## src/rtl/mdu_ctrl.sv

```systemverilog
// RV32M multiply/divide sequencer: operand sign stripping, unit launch,
// sign correction and divide special cases with a registered result.
module mdu_ctrl #(
  parameter int XLEN = 32
) (
  input  logic              clk_in,
  input  logic              reset_in,
  input  logic              start_in,
  input  logic [2:0]        funct3_in,
  input  logic [XLEN-1:0]   op1_in,
  input  logic [XLEN-1:0]   op2_in,
  input  logic              flush_in,
  output logic              stall_out,
  output logic              done_out,
  output logic [XLEN-1:0]   result_out,
  output logic              reg_we_out,
  output logic              mul_req_out,
  output logic [XLEN-1:0]   mul_a_out,
  output logic [XLEN-1:0]   mul_b_out,
  input  logic              mul_ready_in,
  input  logic [2*XLEN-1:0] mul_result_in,
  output logic              div_req_out,
  output logic [XLEN-1:0]   div_dividend_out,
  output logic [XLEN-1:0]   div_divisor_out,
  output logic              div_is_rem_out,
  input  logic              div_ready_in,
  input  logic [XLEN-1:0]   div_result_in
);

  typedef enum logic [1:0] {
    S_IDLE,
    S_MUL,
    S_DIV,
    S_DONE
  } state_e;

  localparam logic [XLEN-1:0] MIN_NEG = {1'b1, {(XLEN-1){1'b0}}};

  state_e            state_q, state_d;
  logic [2:0]        f3_q, f3_d;
  logic              neg_q, neg_d;
  logic [XLEN-1:0]   a_q, a_d;
  logic [XLEN-1:0]   b_q, b_d;
  logic [XLEN-1:0]   res_q, res_d;

  logic              s1, s2;
  logic              mag1, mag2;
  logic              sgn_ovf;
  logic [2*XLEN-1:0] prod_sel;
  logic [XLEN-1:0]   mul_fix;
  logic [XLEN-1:0]   div_fix;

  assign s1 = op1_in[XLEN-1];
  assign s2 = op2_in[XLEN-1];

  assign mag1 = (funct3_in == 3'd1) || (funct3_in == 3'd2) ||
                (funct3_in == 3'd4) || (funct3_in == 3'd6);
  assign mag2 = (funct3_in == 3'd1) || (funct3_in == 3'd4) ||
                (funct3_in == 3'd6);

  assign sgn_ovf = !funct3_in[0] && (op1_in == MIN_NEG) &&
                   (op2_in == {XLEN{1'b1}});

  // neg_q is only ever set for signed ops, so MUL/MULHU pass through.
  assign prod_sel = neg_q ? -mul_result_in : mul_result_in;
  assign mul_fix  = (f3_q[1:0] == 2'd0) ? prod_sel[XLEN-1:0]
                                        : prod_sel[2*XLEN-1:XLEN];
  assign div_fix  = neg_q ? -div_result_in : div_result_in;

  always_comb begin
    state_d = state_q;
    f3_d    = f3_q;
    neg_d   = neg_q;
    a_d     = a_q;
    b_d     = b_q;
    res_d   = res_q;
    if (flush_in) begin
      state_d = S_IDLE;
    end else begin
      unique case (state_q)
        S_IDLE: begin
          if (start_in) begin
            f3_d = funct3_in;
            a_d  = (mag1 && s1) ? -op1_in : op1_in;
            b_d  = (mag2 && s2) ? -op2_in : op2_in;
            unique case (funct3_in)
              3'd1, 3'd4: neg_d = s1 ^ s2;
              3'd2, 3'd6: neg_d = s1;
              default:    neg_d = 1'b0;
            endcase
            if (!funct3_in[2]) begin
              state_d = S_MUL;
            end else if (op2_in == '0) begin
              res_d   = funct3_in[1] ? op1_in : {XLEN{1'b1}};
              state_d = S_DONE;
            end else if (sgn_ovf) begin
              res_d   = funct3_in[1] ? '0 : op1_in;
              state_d = S_DONE;
            end else begin
              state_d = S_DIV;
            end
          end
        end
        S_MUL: begin
          if (mul_ready_in) begin
            res_d   = mul_fix;
            state_d = S_DONE;
          end
        end
        S_DIV: begin
          if (div_ready_in) begin
            res_d   = div_fix;
            state_d = S_DONE;
          end
        end
        S_DONE: state_d = S_IDLE;
        default: state_d = S_IDLE;
      endcase
    end
  end

  always_ff @(posedge clk_in or posedge reset_in) begin
    if (reset_in) begin
      state_q <= S_IDLE;
      f3_q    <= '0;
      neg_q   <= 1'b0;
      a_q     <= '0;
      b_q     <= '0;
      res_q   <= '0;
    end else begin
      state_q <= state_d;
      f3_q    <= f3_d;
      neg_q   <= neg_d;
      a_q     <= a_d;
      b_q     <= b_d;
      res_q   <= res_d;
    end
  end

  assign stall_out = ((state_q == S_IDLE) && start_in) ||
                     (state_q == S_MUL) || (state_q == S_DIV);
  assign done_out   = (state_q == S_DONE);
  assign reg_we_out = done_out;
  assign result_out = res_q;

  assign mul_req_out      = (state_q == S_MUL);
  assign mul_a_out        = a_q;
  assign mul_b_out        = b_q;
  assign div_req_out      = (state_q == S_DIV);
  assign div_dividend_out = a_q;
  assign div_divisor_out  = b_q;
  assign div_is_rem_out   = f3_q[1];

endmodule

```

## config.mk

```make
export PLATFORM = sky130hd
export DESIGN_NAME = mdu_ctrl
export DESIGN_NICKNAME = d
export VERILOG_FILES = /design/src/rtl/mdu_ctrl.sv
export SDC_FILE = /design/constraint.sdc
export NUM_CORES = 1
export LEC_CHECK = 0
export BUFFER_PORTS_ARGS = -buffer_cell sky130_fd_sc_hd__buf_2
export CORE_ASPECT_RATIO = 0.9
export CORE_UTILIZATION = 40
export DETAILED_ROUTE_END_ITERATION = 10
export PLACE_DENSITY_LB_ADDON = 0.25
export SLEW_MARGIN = 10
export SYNTH_ARGS = -nofsm -noshare
export SYNTH_HDL_FRONTEND = slang
export SYNTH_SLANG_ARGS = --single-unit
```

## constraint.sdc

```tcl
create_clock -name clk_in -period 2.8 [get_ports clk_in]
set_input_delay 0 -clock clk_in [delete_from_list [all_inputs] [get_ports clk_in]]
set_output_delay 0 -clock clk_in [all_outputs]
set_load 0.01 [all_outputs]
```

==> results of run 1 <==
==> area by class of cell <==
class	instances	area, um2
timing repair buffer	445	2710
tap	336	420
inverter	24	92.6
clock buffer	9	225
clock inverter	7	56.3
sequential	101	2530
multi-input combinational	1044	6570
fill	2467	11800
antenna	1	2.50
==> state kept, by name, summed over array words and instances (netlist names) <==
name and flops:
state_q 2, div_dividend_out 32, f3_q 2, neg_q 1, result_out 32, div_divisor_out 32
==> final timing paths <==
path                                     from                  end  depth (start not counted)
worst max-delay path               op1_in[30]        result_out[1]                          9
worst min-delay path                op1_in[9]  div_dividend_out[9]                          3
worst max register to register     state_q[0]        result_out[1]                         10
worst min register to register  result_out[0]        result_out[0]                          2
max in group asynchronous            reset_in       result_out[10]                          4
min in group asynchronous            reset_in  div_dividend_out[8]                          3
==> critical path: cells and delay by family <==
family / cells / cell delay [ns]
AND/OR/NAND/NOR: 3 / 1.34
AO/OA/AOI/OAI: 3 / 0.71
buffers and inverters: 3 / 0.89
==> Yosys cell counts, types with 13 or more instances <==
cell type	count
nand2_1	156
nor2_1	130
o21ai_0	103
dfrtp_1	101
clkbuf_1	69
buf_4	65
xnor2_1	54
nor3_1	49
xor2_1	49
a21oi_1	46
nor4_1	44
nand4_1	30
maj3_1	27
nand3_1	27
o31ai_1	27
inv_1	22
or4_1	22
o21ai_1	18
or3_1	18
o31ai_2	16
and3_1	14
mux2i_1	14
o41ai_1	14
a22o_1	13
==> routing by layer <==
metal / GRT usage / up-vias / share of wire
met4: 0.0732 / 0 / 0.021
met5: 0 / - / 0
li1: - / 5406 / -
met3: 0.0599 / 65 / 0.084
met2: 0.469 / 551 / 0.44
met1: 0.453 / 5515 / 0.46
==> power groups by stage <==
| stage | sequential (mW) | clock [mW] | combinational (mW) |
|---|---|---|---|
| after detailed placement | 2.66 | 0 | 7.42 |
| after CTS | 2.64 | 1.26 | 7.47 |
| final | 2.64 | 1.23 | 7.71 |
| after floorplan | 2.88 | 0 | 4.41 |
| after global routing | 2.73 | 1.32 | 8.27 |
| after global placement | 2.65 | 0 | 7.36 |
==> kinds of logic after synthesis <==
group,after synthesis
AOI/OAI and AO/OA,332
and+or+nand+nor,549
DFF,101
xor gates and xnor gates,103
buffers and inverters,173
muxes,23
adders and majority gates,36
==> stage by stage <==
| stage | instance area, um2 | worst slack [ns] | instances | power [mW] | util |
|---|---|---|---|---|---|
| 6_report | 12600 | 0.149 | 1967 | 11.6 | 0.517 |
| 5_1_grt | 12600 | 0.0545 | 1966 | 12.3 | 0.517 |
| 4_1_cts | 12500 | 0.00467 | 1957 | 11.4 | 0.511 |
| 3_5_place_dp | 12000 | 0.105 | 1920 | 10.1 | 0.491 |
| 3_3_place_gp | 12000 | 0.180 | 1920 | 10.0 | 0.491 |
| 2_1_floorplan | 10000 | 0.153 | 1317 | 7.28 | - |
==> what timing repair did <==
action,CTS,global route
hold buffers,21,0
setup buffers,0,6
hold endpoints to repair,70,0
setup endpoints to repair,0,27
gates resized for setup,0,3
==> qor.txt, run 1 <==
Number of synthesized flops with an enable pin -> 0
Setup violators final -> 0
Critical Path Sink Type -> register
Sequential fraction of the synthesis area -> 0.253
Worst Tran Pin Value -> 0.792 ns
Hold crit path type -> in -> reg
Max-Cap Viols -> 0
Peak per-stage delay on the critical path -> 0.59 ns
Status -> completed
PortBufs -> 334
Max rail drop VDD -> 0.808 mV
Largest family of logic cells by synthesized area -> simple AND/OR/NAND/NOR gates
Switch Pwr -> 5.85 mW
Fin. Hold Viols -> 0
Internal -> 5.74 mW
Final Net Count -> 1803
Post-DRT Antenna Nets -> 0
Req. time, crit path -> 3.08 ns
Switching share of power -> 0.505
Post-Syn Instances -> 1317
Clock Path Buffers -> 2
Achievable frequency -> 0.377 GHz
WS Path Type -> in -> reg
Worst reg-to-reg setup slack -> 0.27 ns
Synth Register Bits -> 101
Crit path DAT -> 2.93 ns
Worst path most repeated cell -> or4_4
First-pass GRT wire length -> 61700 um
# IOs -> 335
CP cell instances -> dlygate4sd3_1, buf_2, or4_4, or4_4, o311ai_4, nand2_4, buf_4, a31o_1, o21ai_1
Crit-path max FO -> 7
Critical path startpoint category -> input pin
Avg WL per Cell -> 21.0 um
Setup_tns -> 0 ns
Largest cells by area after synthesis -> dfrtp_1 25%, nand2_1 5.9%, o21ai_0 5.2%
Post-Syn Area -> 10000 um2
Rel. slew slack -> 0.467
CTS Root Cell -> clkbuf_16
Leading cell types in the layout, fill and taps excluded -> 333 x buf_2, 156 x nand2_1, 130 x nor2_1
Combinational Power Share -> 0.666
Cell variety after synth -> 81
Row count -> 54
CTS H-tree lvls -> 3
Die area -> 25700 um2
Minimum clock period -> 2.65 ns
Synth Area in Simple Gates -> 0.276
P per Cell Area -> 919 nW/um2
Routability Congestion -> 0.968
Synth Warn # -> 0
Layout cells sized above 1 -> 0.304
Synth Area in Adders -> 0.0383
HPWL after DPL -> 32500 um
Initial DRT Pass Iterations -> 5
Number of global-route vias before repair -> 10400
Cell taking the most area after synthesis -> dfrtp_1
Syn_nets -> 1495
Post-synthesis mux area share -> 0.0241
TritonCTS clock tree -> built
Part of the power in the clock network -> 0.106
Synth Flop Type -> dfrtp_1
Worst path slowest cell -> or4_4
Pin count of the biggest net entering global routing -> 73
Area fraction in compound gates after synthesis -> 0.227
Grt ovf -> 0
Most common cell after layout, fill and taps aside -> buf_2
Core Area -> 24400 um2
Initial antenna violation count -> 1
Reg power frac -> 0.228
Yosys top cell area share -> 0.253
Clk pin slew, worst setup/hold paths -> 0.08 ns
Worst-skew pair later-pin latency -> 0.36 ns
Via count -> 11500
Fin. max-slew vios -> 0
Total track usage -> 0.311
Clk sink count -> 101
Vias per cell -> 5.87
DRT Wirelength -> 41300 um
Die height -> 152 um
Post-Synth XOR/XNOR Area -> 0.0901
Starting density of the core -> 0.410
Area Growth Syn to Fin -> 25.9%
Synthesized area per cell -> 7.60 um2
Clock Skew -> 0.0118 ns
Die Width -> 169 um
Leak Pwr -> 5.48 nW
CTS Buf Count -> 9
Hold Slack -> 0.00741 ns
Starting DRT DRC Count -> 1257
Async S/R FF share, synth -> 1.00
RSZ-0062 raised after global routing -> no
Final worst path period share -> 0.947
DRC Markers -> 0
Power figures use the tool's default switching activity.
==> inputs of run 2 (changes only) <==
CORE_MARGIN = 4   (was default)
PLACE_DENSITY = 0.71   (was default)
PLACE_DENSITY_LB_ADDON = default   (was 0.25)
==> qor.txt, run 2 (synthesis gave the netlist of run 1 again) <==
Critical path startpoint category -> input pin
WHS Endpoint -> div_dividend_out[9]
Grt ovf -> 0 (unchanged)
Rel. slew slack -> 0.503 (+0.0360)
Final Worst Setup Slack -> 0.122 ns (-0.0268 ns)
Post-DRT Antenna Nets -> 0 (unchanged)
Starting density of the core -> 0.409 (-0.00113)
Max-Cap Viols -> 0 (unchanged)
TritonCTS clock tree -> built
Final worst path period share -> 0.957 (+0.00957)
Avg WL per Cell -> 21.3 um (+1.4%)
Die area -> 27600 um2 (+7.6%)
Leak Pwr -> 5.48 nW (about the same)
Layout cells sized above 1 -> 0.303 (-0.00145)
# IOs -> 335 (unchanged)
Achievable frequency -> 0.373 GHz (-1.0%)
Setup_tns -> 0 ns (unchanged)
Worst path slowest cell -> or4_4
Vias per cell -> 5.94 (+1.3%)
Core Area -> 24500 um2 (+0.28%)
Worst hold start -> op1_in[9]
Hold path depth -> 3 (unchanged)
Number of global-route vias before repair -> 10600 (+1.6%)
Clock Path Buffers -> 2 (unchanged)
Clock Skew -> 0.0131 ns (+0.00131 ns)
Most common cell after layout, fill and taps aside -> buf_2
DRC Markers -> 0 (unchanged)
Initial antenna violation count -> 3 (+2)
HPWL after DPL -> 32200 um (-0.65%)
Die Width -> 175 um (+3.6%)
Starting DRT DRC Count -> 1347 (+7.2%)
Row count -> 54 (unchanged)
Pre-CTS WS -> 0.164 ns (+0.0588 ns)
Routability Congestion -> 1.03 (+6.6%)
First-pass GRT wire length -> 61400 um (-0.45%)
Reg2reg start -> state_q[1]
Status -> completed
DRT Wirelength -> 41700 um (+0.79%)
Hold Slack -> 0.00966 ns (+0.00226 ns)
CTS Root Cell -> clkbuf_16
Area Growth Syn to Fin -> 26.5%
CTS Buf Count -> 9 (unchanged)
PortBufs -> 334 (unchanged)
Fin. max-slew vios -> 0 (unchanged)
Max rail drop VDD -> 0.570 mV (-29%)
Fin. Hold Viols -> 0 (unchanged)
Hold crit path type -> in -> reg
Setup violators final -> 0 (unchanged)
Clk pin slew, worst setup/hold paths -> 0.07 ns (about the same)
Crit-path max FO -> 7 (unchanged)
Crit path DAT -> 2.96 ns (+0.03 ns)
Leading cell types in the layout, fill and taps excluded -> 333 x buf_2, 156 x nand2_1, 129 x nor2_1
Req. time, crit path -> 3.08 ns (about the same)
Via count -> 11600 (+0.76%)
WS Path Type -> in -> reg
Final Net Count -> 1791 (-0.67%)
Pin count of the biggest net entering global routing -> 67 (-8.2%)
Clk sink count -> 101 (unchanged)
P per Cell Area -> 926 nW/um2 (+0.75%)
Worst reg-to-reg setup slack -> 0.26 ns (about the same)
Peak per-stage delay on the critical path -> 0.56 ns (-0.03 ns)
Reg-to-reg endpoint -> result_out[17]
CTS H-tree lvls -> 3 (unchanged)
CP cell instances -> dlygate4sd3_1, buf_2, or4_4, nor4_2, buf_4, nand4_1, o311ai_4, nand2_4, buf_12, a31o_1, o21ai_1
Worst-skew pair later-pin latency -> 0.35 ns (about the same)
Total track usage -> 0.282 (-0.0289)
Critical Path Sink Type -> register
Die height -> 158 um (+3.9%)
Worst Tran Pin Value -> 0.741 ns (-0.0512 ns)
Minimum clock period -> 2.68 ns (+0.0268 ns)
Initial DRT Pass Iterations -> 6 (+1)
R2R depth -> 8 (-2)
-- run 2: cell types whose count changed in the layout (fill, tap and decap cells not counted), moves of 2 or more --
| cell | before | now |
|---|---|---|
| buf_4 | 80 | 63 |
| buf_6 | 1 | 4 |
| clkinvlp_4 | 3 | 0 |
| bufinv_16 | 0 | 2 |
| clkbuf_8 | 0 | 2 |
| nor4_1 | 43 | 41 |
-- run 2: final cells by class --
class	instances	area [um2]
inverter	24	92.6
antenna	2	5.00
multi-input combinational	1045	6640
fill	2409	11800
clock buffer	12	256
sequential	101	2530
clock inverter	4	77.6
timing repair buffer	432	2640
tap	336	420
-- run 2: worst max-delay path by stage --
stage | slack, ns | startpoint | depth (start not counted) | end
2_1_floorplan | 0.15 | reset_in | 1 | div_dividend_out[0]
3_3_place_gp | 0.20 | op1_in[26] | 8 | result_out[24]
5_1_grt | -0.02 | op1_in[0] | 11 | result_out[27]
3_5_place_dp | 0.16 | op1_in[26] | 8 | result_out[7]
4_1_cts | 0.03 | op1_in[27] | 9 | result_out[24]
6_report | 0.12 | op1_in[21] | 11 | result_out[1]
-- run 2: stage by stage --
step / instances / area (um2) / power, mW / utilization
2_1_floorplan: 1317 / 10000 / 7.28 / -
3_3_place_gp: 1902 / 11800 / 9.78 / 0.484
3_5_place_dp: 1902 / 11800 / 9.86 / 0.484
4_1_cts: 1939 / 12400 / 11.3 / 0.506
5_1_grt: 1956 / 12700 / 12.4 / 0.518
6_report: 1956 / 12700 / 11.7 / 0.518
-- run 2: per-layer routing --
layer / global-route usage / up-vias / part of all wire
li1: - / 5385 / -
met1: 0.381 / 5446 / 0.42
met2: 0.440 / 685 / 0.44
met3: 0.0669 / 107 / 0.10
met4: 0.108 / 2 / 0.037
met5: 0 / - / 0.00031
-- run 2: worst max-delay path, delay by kind of cell --
kind                   cells  cell delay [ns]
AO/OA/AOI/OAI              3             0.78
buffers and inverters      4             1.06
AND/OR/NAND/NOR            4             1.12
-- run 2: power breakdown --
part	internal (mW)	switching [mW]	total, mW
clock	0.839	0.596	1.44
sequential	2.13	0.592	2.72
combinational	2.93	4.64	7.56
-- run 2: repair_timing --
action / in CTS / in global routing
buffers inserted: 0 / 8
setup endpoints to repair: 0 / 31
endpoints found under the hold margin: 65 / 0
resized for setup: 0 / 15
hold buffers: 21 / 0
==> inputs of run 3 (changes only) <==
ABC_AREA = 1   (was default)
GPL_TIMING_DRIVEN = 0   (was default)
PLACE_DENSITY = 0.7   (was 0.71)
==> qor.txt, run 3 <==
Status -> completed
First-pass GRT wire length -> 75700 um (+23%)
Synthesized area per cell -> 5.78 um2 (-24%)
Switch Pwr -> 6.18 mW (+6.1%)
DRT Wirelength -> 50600 um (+22%)
Vias per cell -> 5.38 (-9.5%)
Grt ovf -> 0 (unchanged)
Achievable frequency -> 0.379 GHz (+1.6%)
Gr busiest metal -> met2
RSZ-0062 raised after global routing -> no
Yosys top cell area share -> 0.233 (-0.0197)
Via count -> 14000 (+21%)
Count leader, synth -> nand2_1
Routability Congestion -> 1.01 (-1.9%)
Sequential fraction of the synthesis area -> 0.233 (-0.0197)
Number of synthesized flops with an enable pin -> 0 (unchanged)
Max-Cap Viols -> 0 (unchanged)
Critical Path Sink Type -> register
Setup violators final -> 0 (unchanged)
Rel. slew slack -> 0.471 (-0.0313)
Worst hold start -> op2_in[21]
WS Path Type -> reg -> reg
Reg power frac -> 0.236 (+0.004)
Leak Pwr -> 6.96 nW (+27%)
Initial DRT Pass Iterations -> 6 (unchanged)
Internal -> 5.78 mW (-1.9%)
GR Util met1 -> 0.468 (+0.0871)
Post-Syn Instances -> 1878 (+43%)
Hold crit path type -> in -> reg
Worst path slowest cell -> dfrtp_1
Synth Register Bits -> 101 (unchanged)
Starting density of the core -> 0.411 (+0.00171)
Total track usage -> 0.328 (+0.0461)
Number of global-route vias before repair -> 12900 (+22%)
DRC Markers -> 0 (unchanged)
Cell variety after synth -> 46 (-43%)
Die height -> 164 um (+3.9%)
Max rail drop VDD -> 0.546 mV (-4.3%)
Dpl cell area -> 13000 um2 (+9.7%)
CTS Root Cell -> clkbuf_16
Crit-path max FO -> 10 (+3)
Design Area, Final -> 13600 um2 (+7.4%)
Largest cells by area after synthesis -> dfrtp_1 23%, nand2_1 19%, nor2_1 11%
P per Cell Area -> 880 nW/um2 (-5.0%)
Critical path startpoint category -> register
Final worst path period share -> 0.942 (-0.0149)
Synth Warn # -> 0 (unchanged)
Post-DRT Antenna Nets -> 0 (unchanged)
Pin count of the biggest net entering global routing -> 59 (-12%)
# Post-CTS Setup Buffers -> 0 (unchanged)
Hold path depth -> 3 (unchanged)
CP cell instances -> inv_1, ha_1, nand2_1, nor2_1, clkinv_1, clkbuf_1, clkbuf_1, nand2_1, o31ai_1
Reg2reg start -> state_q[0]
Core Area -> 26400 um2 (+8.0%)
Final Net Count -> 2427 (+36%)
CTS Buf Count -> 9 (unchanged)
Fin. max-slew vios -> 0 (unchanged)
Crit path DAT -> 2.84 ns (-0.12 ns)
Most frequent cells after synthesis -> 559 x nand2_1, 312 x nor2_1, 187 x nand3_1, 157 x inv_1, 147 x o21ai_0
HPWL after DPL -> 42700 um (+33%)
Die Width -> 182 um (+4.0%)
Clk pin slew, worst setup/hold paths -> 0.08 ns (about the same)
Die area -> 29800 um2 (+8.0%)
Layout fillers -> 2869 (+19%)
GR Layer Usage met2 -> 0.479 (+0.0398)
Synth Flop Type -> dfrtp_1
Area Growth Syn to Fin -> 25.2%
Worst-skew pair later-pin latency -> 0.35 ns (about the same)
Combinational Power Share -> 0.652 (+0.007)
Starting DRT DRC Count -> 1357 (+0.74%)
Syn_nets -> 2056 (+38%)
Most common cell after layout, fill and taps aside -> nand2_1
Avg WL per Cell -> 19.4 um (-8.8%)
Clock Skew -> 0.0111 ns (-0.00204 ns)
Post-Syn Area -> 10900 um2 (+8.5%)
TritonCTS clock tree -> built
Cell taking the most area after synthesis -> dfrtp_1
Row count -> 56 (+3.7%)
Async S/R FF share, synth -> 1.00 (unchanged)
Leading cell types in the layout, fill and taps excluded -> 559 x nand2_1, 354 x buf_2, 308 x nor2_1
Worst Tran Pin Value -> 0.784 ns (+0.0433 ns)
Util after Layout -> 0.515 (-0.00296)
Clock Path Buffers -> 2 (unchanged)
Peak per-stage delay on the critical path -> 0.41 ns (-0.15 ns)
Layout cells sized above 1 -> 0.225 (-0.0775)
Switching share of power -> 0.517 (+0.0196)
PortBufs -> 333 (-0.30%)
CP Launch Point -> state_q[0]
Minimum clock period -> 2.64 ns (-0.0417 ns)
# IOs -> 335 (unchanged)
CTS H-tree lvls -> 3 (unchanged)
R2R depth -> 9 (+1)
Initial antenna violation count -> 4 (+1)
Req. time, crit path -> 3.01 ns (-0.07 ns)
Fin. Hold Viols -> 0 (unchanged)
Clk sink count -> 101 (unchanged)
Grt met3 use -> 0.0934 (+0.0266)
Part of the power in the clock network -> 0.113 (-0.009)
[run 3: cell types whose count changed after synthesis, moves of 44 or more]
| cell | previous run | this run |
|---|---|---|
| nand3_1 | 27 | 187 |
| o21ai_0 | 103 | 147 |
| nor2_1 | 130 | 312 |
| xnor2_1 | 54 | 7 |
| inv_1 | 22 | 157 |
| nand2_1 | 156 | 559 |
[run 3: layout make-up]
| cell class | count | area [um2] | share of cell area |
|---|---|---|---|
| plain buffers | 137 | 827 | 0.0608 |
| flip-flops and latches | 101 | 2530 | 0.186 |
| multi-input cells | 1477 | 6900 | 0.507 |
| inverters | 163 | 623 | 0.0458 |
| clock buffers | 9 | 225 | 0.0166 |
| repair buffers | 360 | 1950 | 0.144 |
| well taps | 348 | 435 | 0.0320 |
| diodes | 6 | 15.0 | 0.00110 |
| clock inverters | 7 | 90.1 | 0.00663 |
[run 3: stage by stage]
step / worst slack, ns / hold slack (ns) / total power, mW / instances / TNS, ns
floorplan: 0.153 / 0.145 / 7.33 / 1878 / 0
global placement: -1.14 / 0.287 / 10.4 / 2559 / -114.18
detailed placement: -0.0798 / 0.0439 / 10.5 / 2560 / -0.230
CTS: 0.0813 / 0.000659 / 11.9 / 2602 / 0
global route: 0.0569 / 0.0261 / 12.9 / 2605 / 0
finish: 0.164 / 0.0121 / 12.0 / 2608 / 0
[run 3: layer usage]
| layer | wire length, um | vias up |
|---|---|---|
| met5 | 13 | - |
| met4 | 1580 | 2 |
| met3 | 5630 | 77 |
| met2 | 20900 | 723 |
| met1 | 22500 | 6485 |
| li1 | - | 6744 |
[run 3: final timing paths]
kind                                         to  slack [ns]
max reg2reg                 div_divisor_out[13]        0.16
max in group asynchronous  div_dividend_out[31]        1.95
max                         div_divisor_out[13]        0.16
min in group asynchronous  div_dividend_out[11]        0.21
min reg2reg                             f3_q[0]        0.50
min                         div_divisor_out[21]        0.01
[run 3: logic make-up (layout without fill, tap and decap cells)]
group	Yosys count	count (layout)	share of synthesized area
adders and majority gates	9	9	0.0104
other	0	6	0
DFF	101	101	0.233
and+or+nand+nor	1136	1136	0.435
AOI/OAI and AO/OA	283	283	0.150
buffers and inverters	300	676	0.133
xor gates and xnor gates	49	49	0.0395
[run 3: power groups by stage]
| stage | combinational [mW] | clock [mW] | sequential [mW] |
|---|---|---|---|
| after global placement | 7.54 | 0 | 2.81 |
| after floorplan | 4.38 | 0 | 2.95 |
| after global routing | 8.56 | 1.41 | 2.90 |
| after CTS | 7.68 | 1.37 | 2.81 |
| final | 7.79 | 1.35 | 2.82 |
| after detailed placement | 7.62 | 0 | 2.83 |
[run 3: timing repair]
item | CTS | global route
endpoints found under the hold margin | 69 | 0
hold buffers | 26 | 0
resized for setup | 1 | 7
pin swaps | 0 | 0
setup endpoints to repair | 4 | 6
[run 3: worst max-delay path, delay by kind of cell, from the launching register on]
| kind | cells | cell delay [ns] |
|---|---|---|
| AO/OA/AOI/OAI | 1 | 0.08 |
| buffers and inverters | 4 | 1.17 |
| flip-flops | 1 | 0.41 |
| adder cells (fa/ha/maj) | 1 | 0.26 |
| AND/OR/NAND/NOR | 3 | 0.56 |
